--- src/rtl/bv4_mul_dom_pkg.sv ---
// bv4_mul_dom_pkg
//   Shared types and helpers for the masked GF(2^4) gadgets.
//   bv4_t is a GF(2^4) element in the tower normal basis (GF(2^2) normal
//   basis {W^2,W}, GF(2^4) normal basis {Z^4,Z}); the unit element is 4'hF.
//   dom_num_rand / dom_pair_index give the fresh-randomness word count and the
//   r_ij -> word mapping used by every DOM gadget (bv2/bv4/bv8).
package bv4_mul_dom_pkg;

  typedef logic [1:0] bv2_t;
  typedef logic [3:0] bv4_t;

  // GF(2^2) product, normal basis {W^2,W}.
  function automatic bv2_t bv2_mul(input bv2_t a, input bv2_t b);
    logic e;
    e = (a[1] ^ a[0]) & (b[1] ^ b[0]);
    return {(a[1] & b[1]) ^ e, (a[0] & b[0]) ^ e};
  endfunction

  // Scale by N = W^2: N*(a1 W^2 + a0 W) = a0 W^2 + (a1^a0) W.
  function automatic bv2_t bv2_scl_n(input bv2_t a);
    return {a[0], a[1] ^ a[0]};
  endfunction

  // GF(2^4) product over GF(2^2), normal basis {Z^4,Z}, Z^2 + Z + N = 0.
  function automatic bv4_t bv4_mul(input bv4_t a, input bv4_t b);
    bv2_t e;
    e = bv2_scl_n(bv2_mul(a[3:2] ^ a[1:0], b[3:2] ^ b[1:0]));
    return {bv2_mul(a[3:2], b[3:2]) ^ e, bv2_mul(a[1:0], b[1:0]) ^ e};
  endfunction

  function automatic int dom_num_rand(input int d);
    return d * (d - 1) / 2;
  endfunction

  // Row-major index of unordered pair {i,j}, i!=j: (0,1),(0,2)..(0,d-1),(1,2)..
  function automatic int dom_pair_index(input int i, input int j, input int d);
    int lo, hi;
    lo = (i < j) ? i : j;
    hi = (i < j) ? j : i;
    return lo * d - lo * (lo + 1) / 2 + (hi - lo - 1);
  endfunction

endpackage

--- src/rtl/bv4_mul_dom_if.sv ---
// bv4_mul_dom_if
//   Operand/result bundle of the masked bv4 multiplier.
//   master: drives in_a, in_b, in_random, in_valid, in_stall; sees out_c, out_valid.
//   slave : the multiplier side.
//   Share i of an operand is in_a[i]; randomness word k serves pair k of
//   dom_pair_index. NUM_SHARES must match the multiplier instance.
interface bv4_mul_dom_if
  import bv4_mul_dom_pkg::*;
#(
  parameter int NUM_SHARES = 2
);
  localparam int NUM_RAND = dom_num_rand(NUM_SHARES);

  logic [NUM_SHARES-1:0][3:0] in_a;
  logic [NUM_SHARES-1:0][3:0] in_b;
  logic [NUM_RAND-1:0][3:0]   in_random;
  logic                       in_valid;
  logic                       in_stall;
  logic [NUM_SHARES-1:0][3:0] out_c;
  logic                       out_valid;

  modport master (
    output in_a, in_b, in_random, in_valid, in_stall,
    input  out_c, out_valid
  );

  modport slave (
    input  in_a, in_b, in_random, in_valid, in_stall,
    output out_c, out_valid
  );
endinterface

--- src/rtl/bv4_mul_dom_term.sv ---
// bv4_mul_dom_term
//   One registered DOM product term: q <= (a*b) ^ r when en, cleared by rst.
//   Domain terms tie r to zero. The register is the glitch barrier: nothing
//   from another domain is XORed in before it.
//   Ports: clk, rst (sync, high), en, a, b, r (bv4_t in), q (bv4_t out).
module bv4_mul_dom_term
  import bv4_mul_dom_pkg::*;
(
  input  logic clk,
  input  logic rst,
  input  logic en,
  input  bv4_t a,
  input  bv4_t b,
  input  bv4_t r,
  output bv4_t q
);
  bv4_t q_q, q_d;

  always_comb begin
    q_d = q_q;
    if (en) q_d = bv4_mul(a, b) ^ r;
  end

  always_ff @(posedge clk) begin
    if (rst) q_q <= '0;
    else     q_q <= q_d;
  end

  assign q = q_q;
endmodule

--- src/rtl/bv4_mul_dom.sv ---
// bv4_mul_dom
//   d-share DOM-indep masked GF(2^4) multiplier. Stage 1 registers every
//   a_i*b_j term (cross terms refreshed with r_ij); share c_i is then the XOR
//   of row i of registered terms. XOR of out_c equals (XOR a)*(XOR b).
//   Ports: in_clock, in_reset (sync, active high, wins over stall),
//          bus (slave modport: in_a, in_b, in_random, in_valid, in_stall,
//          out_c, out_valid).
//   Macro BV4_MUL_DOM_OUT_REG_EN: register the compressed shares (latency 2);
//   otherwise out_c is combinational from stage 1 (latency 1).
//   Data registers load regardless of in_valid; only in_stall holds them.
module bv4_mul_dom
  import bv4_mul_dom_pkg::*;
#(
  parameter int NUM_SHARES = 2
)(
  input logic          in_clock,
  input logic          in_reset,
  bv4_mul_dom_if.slave bus
);
  logic en;
  logic [NUM_SHARES-1:0][NUM_SHARES-1:0][3:0] term_q;
  logic [NUM_SHARES-1:0][3:0] c_comb;
  logic valid_q, valid_d;

  assign en = !bus.in_stall;

  for (genvar i = 0; i < NUM_SHARES; i++) begin : g_row
    for (genvar j = 0; j < NUM_SHARES; j++) begin : g_col
      bv4_t rnd;
      if (i == j) begin : g_dom
        assign rnd = '0;
      end else begin : g_cross
        localparam int K = dom_pair_index(i, j, NUM_SHARES);
        // Same word on both sides of the pair so it cancels in the unmasked sum.
        assign rnd = bus.in_random[K];
      end
      bv4_mul_dom_term u_term (
        .clk (in_clock),
        .rst (in_reset),
        .en  (en),
        .a   (bus.in_a[i]),
        .b   (bus.in_b[j]),
        .r   (rnd),
        .q   (term_q[i][j])
      );
    end
  end

  // Compression touches registered terms only.
  always_comb begin
    for (int i = 0; i < NUM_SHARES; i++) begin
      c_comb[i] = '0;
      for (int j = 0; j < NUM_SHARES; j++) c_comb[i] = c_comb[i] ^ term_q[i][j];
    end
  end

  always_comb begin
    valid_d = valid_q;
    if (en) valid_d = bus.in_valid;
  end

  always_ff @(posedge in_clock) begin
    if (in_reset) valid_q <= 1'b0;
    else          valid_q <= valid_d;
  end

`ifdef BV4_MUL_DOM_OUT_REG_EN
  logic [NUM_SHARES-1:0][3:0] c_q, c_d;
  logic valid2_q, valid2_d;

  always_comb begin
    c_d      = c_q;
    valid2_d = valid2_q;
    if (en) begin
      c_d      = c_comb;
      valid2_d = valid_q;
    end
  end

  always_ff @(posedge in_clock) begin
    if (in_reset) begin
      c_q      <= '0;
      valid2_q <= 1'b0;
    end else begin
      c_q      <= c_d;
      valid2_q <= valid2_d;
    end
  end

  assign bus.out_c     = c_q;
  assign bus.out_valid = valid2_q;
`else
  assign bus.out_c     = c_comb;
  assign bus.out_valid = valid_q;
`endif
endmodule

--- src/flat_wrapper.sv ---
// flat-port wrapper written by rule: the top's interface ports become plain ports
module bv4_mul_dom_flat import bv4_mul_dom_pkg::*;
#(
  parameter int NUM_SHARES = 2
)
  (in_clock, in_reset, bus_in_a, bus_in_b, bus_in_random, bus_in_valid, bus_in_stall, bus_out_c, bus_out_valid);
  bv4_mul_dom_if #(.NUM_SHARES(NUM_SHARES)) bus_i ();
  input logic in_clock;
  input logic in_reset;
  input wire logic [$bits(bus_i.in_a)-1:0] bus_in_a;
  input wire logic [$bits(bus_i.in_b)-1:0] bus_in_b;
  input wire logic [$bits(bus_i.in_random)-1:0] bus_in_random;
  input wire logic [$bits(bus_i.in_valid)-1:0] bus_in_valid;
  input wire logic [$bits(bus_i.in_stall)-1:0] bus_in_stall;
  output wire logic [$bits(bus_i.out_c)-1:0] bus_out_c;
  output wire logic [$bits(bus_i.out_valid)-1:0] bus_out_valid;
  assign bus_i.in_a = bus_in_a;
  assign bus_i.in_b = bus_in_b;
  assign bus_i.in_random = bus_in_random;
  assign bus_i.in_valid = bus_in_valid;
  assign bus_i.in_stall = bus_in_stall;
  assign bus_out_c = bus_i.out_c;
  assign bus_out_valid = bus_i.out_valid;
  bv4_mul_dom #(.NUM_SHARES(NUM_SHARES)) u_core (.in_clock(in_clock), .in_reset(in_reset), .bus(bus_i));
endmodule
--- config.mk ---
export PLATFORM = sky130hd
export DESIGN_NAME = bv4_mul_dom_flat
export DESIGN_NICKNAME = d
export VERILOG_FILES = /design/src/rtl/bv4_mul_dom_pkg.sv /design/src/rtl/bv4_mul_dom_if.sv /design/src/rtl/bv4_mul_dom_term.sv /design/src/rtl/bv4_mul_dom.sv /design/src/flat_wrapper.sv
export SDC_FILE = /design/constraint.sdc
export NUM_CORES = 1
export LEC_CHECK = 0
export ABC_AREA = 0
export CAP_MARGIN = 20
export CORE_AREA = 10 10 81 83
export DETAILED_ROUTE_END_ITERATION = 6
export DIE_AREA = 0 0 91 93
export SETUP_SLACK_MARGIN = 0.2
export SLEW_MARGIN = 20
export SYNTH_ARGS = -nofsm -noshare
export SYNTH_HDL_FRONTEND = slang
export SYNTH_SLANG_ARGS = --single-unit
--- constraint.sdc ---
create_clock -name in_clock -period 2.3 [get_ports in_clock]
set_clock_uncertainty 0.2 [all_clocks]
set_input_delay 0.46 -clock in_clock [delete_from_list [all_inputs] [get_ports in_clock]]
set_output_delay 0.46 -clock in_clock [all_outputs]
set_load 0.02 [all_outputs]
# Word level (Yosys, flattened, before mapping)
# Index checks and enable logic that the tools add are counted.
# op_classes
bitwise	92
# op_table
op	count
XOR 1 bit	40
AND 1 bit	36
XOR 2 bit	12
XOR 4 bit	4
# totals
register_bits	17
input_bits	24
out_inout_bits	9
wordCells	97

# Depth between registers and ports, before layout
# depth
depth_word	7
mapped_depth	6
depth_no_buf	5

# Modules after synthesis
# From an unflattened synthesis, not the netlist that was laid out.
# unflattened
cells_unflattened	281
hier_area_um2	2358.5
# by_module_without_submodules
mod	n_inst	cells_each	area_each_um2	seq_area_each_um2
bv4_mul_dom_term	4	67	561.8	80.1
bv4_mul_dom	1	13	111.4	20.0

# Worst setup path before layout
# No wires, ideal clock.
# synth_timing
path_type	input port to flip-flop
from	input port bus_in_b[3]
to	register u_core.g_row[1].g_col[0].u_term.q_q[2]
setup_time_ns	0.128
arrival_ns	1.600
path_slack_ns	0.372
stages	6
cell_sequence	buf_2 > mux2_1 > a221oi_2 > xnor2_1 > mux2i_1 > o21ai_1
# synth_between
elab_chain_cells	7
word_cells_on_any_way	12
# synth_lines
element	line	text
start: declaration	flat_wrapper.sv:11	input wire logic [$bits(bus_i.in_b)-1:0] bus_in_b;
XOR 2 bit	bv4_mul_dom_pkg.sv:27	e = bv2_scl_n(bv2_mul(a[3:2] ^ a[1:0], b[3:2] ^ b[1:0]));
XOR 1 bit	bv4_mul_dom_pkg.sv:15	e = (a[1] ^ a[0]) & (b[1] ^ b[0]);
AND 1 bit	bv4_mul_dom_pkg.sv:15	
XOR 1 bit	bv4_mul_dom_pkg.sv:16	return {(a[1] & b[1]) ^ e, (a[0] & b[0]) ^ e};
XOR 1 bit	bv4_mul_dom_pkg.sv:21	return {a[0], a[1] ^ a[0]};
XOR 2 bit (*)	bv4_mul_dom_pkg.sv:28	return {bv2_mul(a[3:2], b[3:2]) ^ e, bv2_mul(a[1:0], b[1:0]) ^ e};
XOR 4 bit (*)	bv4_mul_dom_term.sv:21	if (en) q_d = bv4_mul(a, b) ^ r;
end signal: assignment	bv4_mul_dom_term.sv:26	else q_q <= q_d;
end: declaration	bv4_mul_dom_term.sv:17	bv4_t q_q, q_d;
# Every way passes the cells marked *; elsewhere a longest branch is shown, timed or not.
# A chain may end at the register's enable or synchronous reset.

# Worst setup path after layout
# layout_timing
from	register u_core.g_row[1].g_col[0].u_term.q_q[1]
to	output port bus_out_c[5]
# layout_between
elab_chain_cells	1
# layout_lines
element	line	text
XOR 4 bit	bv4_mul_dom.sv:53	for (int j = 0; j < NUM_SHARES; j++) c_comb[i] = c_comb[i] ^ term_q[i][j];
end: declaration	flat_wrapper.sv:15	output wire logic [$bits(bus_i.out_c)-1:0] bus_out_c;
# No other way between the ends.

==> results.py <==
metrics = {
    "route": {
        "detail_route.first_pass.iterations": 4,
        "drt-total-wl_um": 5050,
        "post-route-drc-count": 0,
        "route.detailed.wl_per_inst_um": 14.1,
        "vias": 1801,
        "antenna_left": 0,
        "drt_iter0_markers": 47,
        "avgViaCountPerCell": 5.03,
    },
    "floorplan": {
        "dieArea_sq_um": 8460,
        "core.rowCount": 26,
        "initial_core_util": 0.390,
        "core_area_sq_um": 5010,
        "die_x_um": 91,
        "chipHeight_um": 93,
        "ioPinCount": 33,
    },
    "clocking": {
        "worst_skew_pair.late_latency_ns": 0.24,
        "cts_root_buf": "clkbuf_8",
        "cts_hold_buffers": 0,
        "h-tree-depth": 1,
        "cts_buffers": 3,
        "clock_path_buffers": 2,
        "numClockSinks": 17,
        "tritoncts": "built",
        "cts.reportedPaths.clkPinSlew_ns": 0.06,
    },
    "timing": {
        "post-route-period-util": 0.877,
        "final.min_clock_period_ns": 2.02,
        "postLayoutSetupSlackWorst_ns": 0.284,
        "setup_viol_count_final": 0,
        "maxClockFrequency_ghz": 0.496,
        "hold_viol": 0,
        "setup_repair_after_global_routing_missed_its_margin": "false",
        "worstMarginPinSlew_ns": 0.411,
        "timing.hold.ws_ns": 0.274,
        "slew-limit-headroom": 0.725,
        "final_max_slew_viol_count": 0,
    },
    "critical_path": {
        "worstPathArrival_ns": 1.36,
        "rrSetupSlack_ns": 1.39,
        "setup.worst_path.end_class": "output port",
        "reg2reg_depth": 3,
        "cp.required_ns": 1.64,
        "r2r-start": "u_core.g_row[1].g_col[1].u_term.q[2]",
        "crit_type": "reg -> out",
        "cp_slowest_stage_delay_ns": 0.62,
        "path_cells": "xor2_1 -> clkdlybuf4s50_1",
        "crit_fanout": 2,
        "worst_path_max_delay_cell": "clkdlybuf4s50_1",
        "critical_path.startpoint_type": "register",
        "destination_of_the_worst_register_to_register_timing_path": "u_core.g_row[1].g_col[1].u_term.q[2]",
        "crit_start": "u_core.g_row[1].g_col[0].u_term.q[1]",
    },
    "power_and_ir_drop": {
        "p_sw_mw": 0.446,
        "power_share_of_the_sequential_group": 0.287,
        "power.internal_mw": 0.792,
        "sw_frac_of_total": 0.360,
        "p_leak_nw": 1.19,
        "powerDensity_nw_per_um2": 448,
        "power.share.combinational": 0.537,
        "pwr-share-clk": 0.176,
        "vdd_drop_max_uv": 203,
    },
    "synthesis": {
        "seq_area_frac_synth": 0.174,
        "yosys_warnings": 0,
        "yosys_register_bits": 17,
        "syn-mean-instance-area_sq_um": 8.50,
        "synth_edf_count": 0,
        "synth_top_cell_by_area": "dfxtp_1",
        "synth_area_sq_um": 1960,
        "synth_async_sr_flop_share": 0,
        "ys_dominant_reg_cell": "dfxtp_1",
        "synth_top_area_share": 0.174,
        "ys_types": 40,
        "synth.net_count": 254,
        "syn_inst": 230,
        "top_area_cells_in_the_synthesized_netlist": "dfxtp_1, xor2_1, xnor2_1, a221oi_2, o211ai_1",
    },
    "min_path": {
        "hold-path-endpoint": "u_core.g_row[0].g_col[1].u_term.q[2]",
        "min_delay_path_depth": 2,
        "min-delay-path-class": "reg -> reg",
        "min_from": "u_core.g_row[0].g_col[1].u_term.q[2]",
    },
    "grt": {
        "grt_util_all_layers": 0.117,
        "first_global_vias": 1772,
        "grt_pass1_wl_um": 8400,
        "gr-total-overflow": 0,
        "antenna_found_initial": 0,
        "grt_max_degree": 26,
    },
    "finish": {
        "drive_above_1_share": 0.306,
        "layout-area-overhead-vs-synth_pct": 41.3,
        "post_route_insts_no_fill": 358,
        "antennaDiodeCount": 0,
        "finalNetCount": 313,
        "postLayoutCoreUtil": 0.552,
        "final_area_sq_um": 2760,
    },
    "placement": {
        "gp_congestion": 0.844,
        "place.detailed.hpwl_um": 4050,
        "postPlaceCellArea_sq_um": 2560,
        "place_inst": 354,
        "place.port_buffers": 32,
        "detailedPlace.worstSlack_ns": -0.274,
    },
    "flow_run": {
        "number_of_maximum_capacitance_constraint_violations": 0,
    },
    "run_status": {
        "status": "complete, no violations",
    },
}
## metal layers
metal | track usage | wire length [um]
met1 | 0.154 | 2440
met5 | 0 | 0
met4 | 0.0196 | 19
met2 | 0.196 | 2350
met3 | 0.0224 | 239
## state kept, by name (all words and copies together), names as in the netlist
| register | count |
|---|---|
| u_core.bus.out_valid | 1 |
| u_core.g_row.g_col.u_term.q | 16 |
## synth_stat cells, types with 7 or more instances
cell	count
nand2_1	12
o211ai_1	10
xnor2_1	14
xor2_1	23
nand2b_1	8
o21a_1	10
a221oi_2	7
dfxtp_1	17
inv_1	8
buf_2	9
a21oi_1	12
nor2b_1	8
## cell usage in the layout (no fill, tap or decap), drive strengths merged, types with 3 or more instances in the layout
master,count
nor4,3
clkbuf,8
a21oi,12
buf,43
a22oi,4
dlygate4sd2,10
xor2,25
inv,8
a31oi,3
o21ai,10
o21a,10
a221oi,8
xnor2,18
nand2,12
o211ai,10
dlymetal6s2s,7
nor2,6
nor3b,3
mux2i,6
nor4bb,4
dfxtp,17
nor3,6
mux2,13
nor2b,8
clkdlybuf4s50,11
nand2b,8
and3b,4
## worst max-delay path, delay by kind of cell, from the launching register on
family,cells,cell delay [ns]
xor+xnor,1,0.15
buf+inv,1,0.62
flops,1,0.35
## cell families (layout without fill, tap and decap cells)
logic type,after synthesis,after routing,synth area share
buffers and inverters,29,87,0.0806
muxes,19,19,0.111
DFF,17,17,0.174
and+or+nand+nor,61,61,0.183
xor gates and xnor gates,43,43,0.216
AOI/OAI and AO/OA,61,61,0.235
## worst max-delay path by stage
stage,slack [ns],end
6_report,0.28,bus_out_c[5]
5_1_grt,0.21,u_core.g_row[0].g_col[1].u_term.q[2]
4_1_cts,0.17,u_core.g_row[1].g_col[0].u_term.q[3]
3_5_place_dp,-0.27,u_core.g_row[1].g_col[0].u_term.q[3]
3_3_place_gp,-0.26,u_core.g_row[0].g_col[1].u_term.q[1]
2_1_floorplan,0.37,u_core.g_row[1].g_col[0].u_term.q[2]
## layout make-up
type | instances | area, sq um
Clock buffer | 4 | 45.0
Timing Repair Buffer | 75 | 636
Inverter | 8 | 30.0
Tap cell | 70 | 87.6
Sequential cell | 17 | 340
Multi-Input combinational cell | 184 | 1630
Fill cell | 510 | 2250
## stage by stage
step,TNS (ns),power (mW)
floorplan,0,0.748
global placement,-3.21,0.996
global route,0,1.32
detailed placement,-3.53,1.00
finish,0,1.24
CTS,0,1.24
## power by group through the flow
stage	clock network (mW)	logic (mW)	registers (mW)
detailed placement	0	0.641	0.362
finish	0.217	0.665	0.355
CTS	0.221	0.661	0.355
floorplan	0	0.390	0.359
global route	0.236	0.729	0.359
global placement	0	0.635	0.361
## timing repair
action | in CTS | in global routing
gates resized for setup | 29 | 24
buffers inserted | 0 | 0
pin swaps | 8 | 7
setup endpoints to repair | 16 | 19
Note: power is estimated with default switching activity, not from simulation.
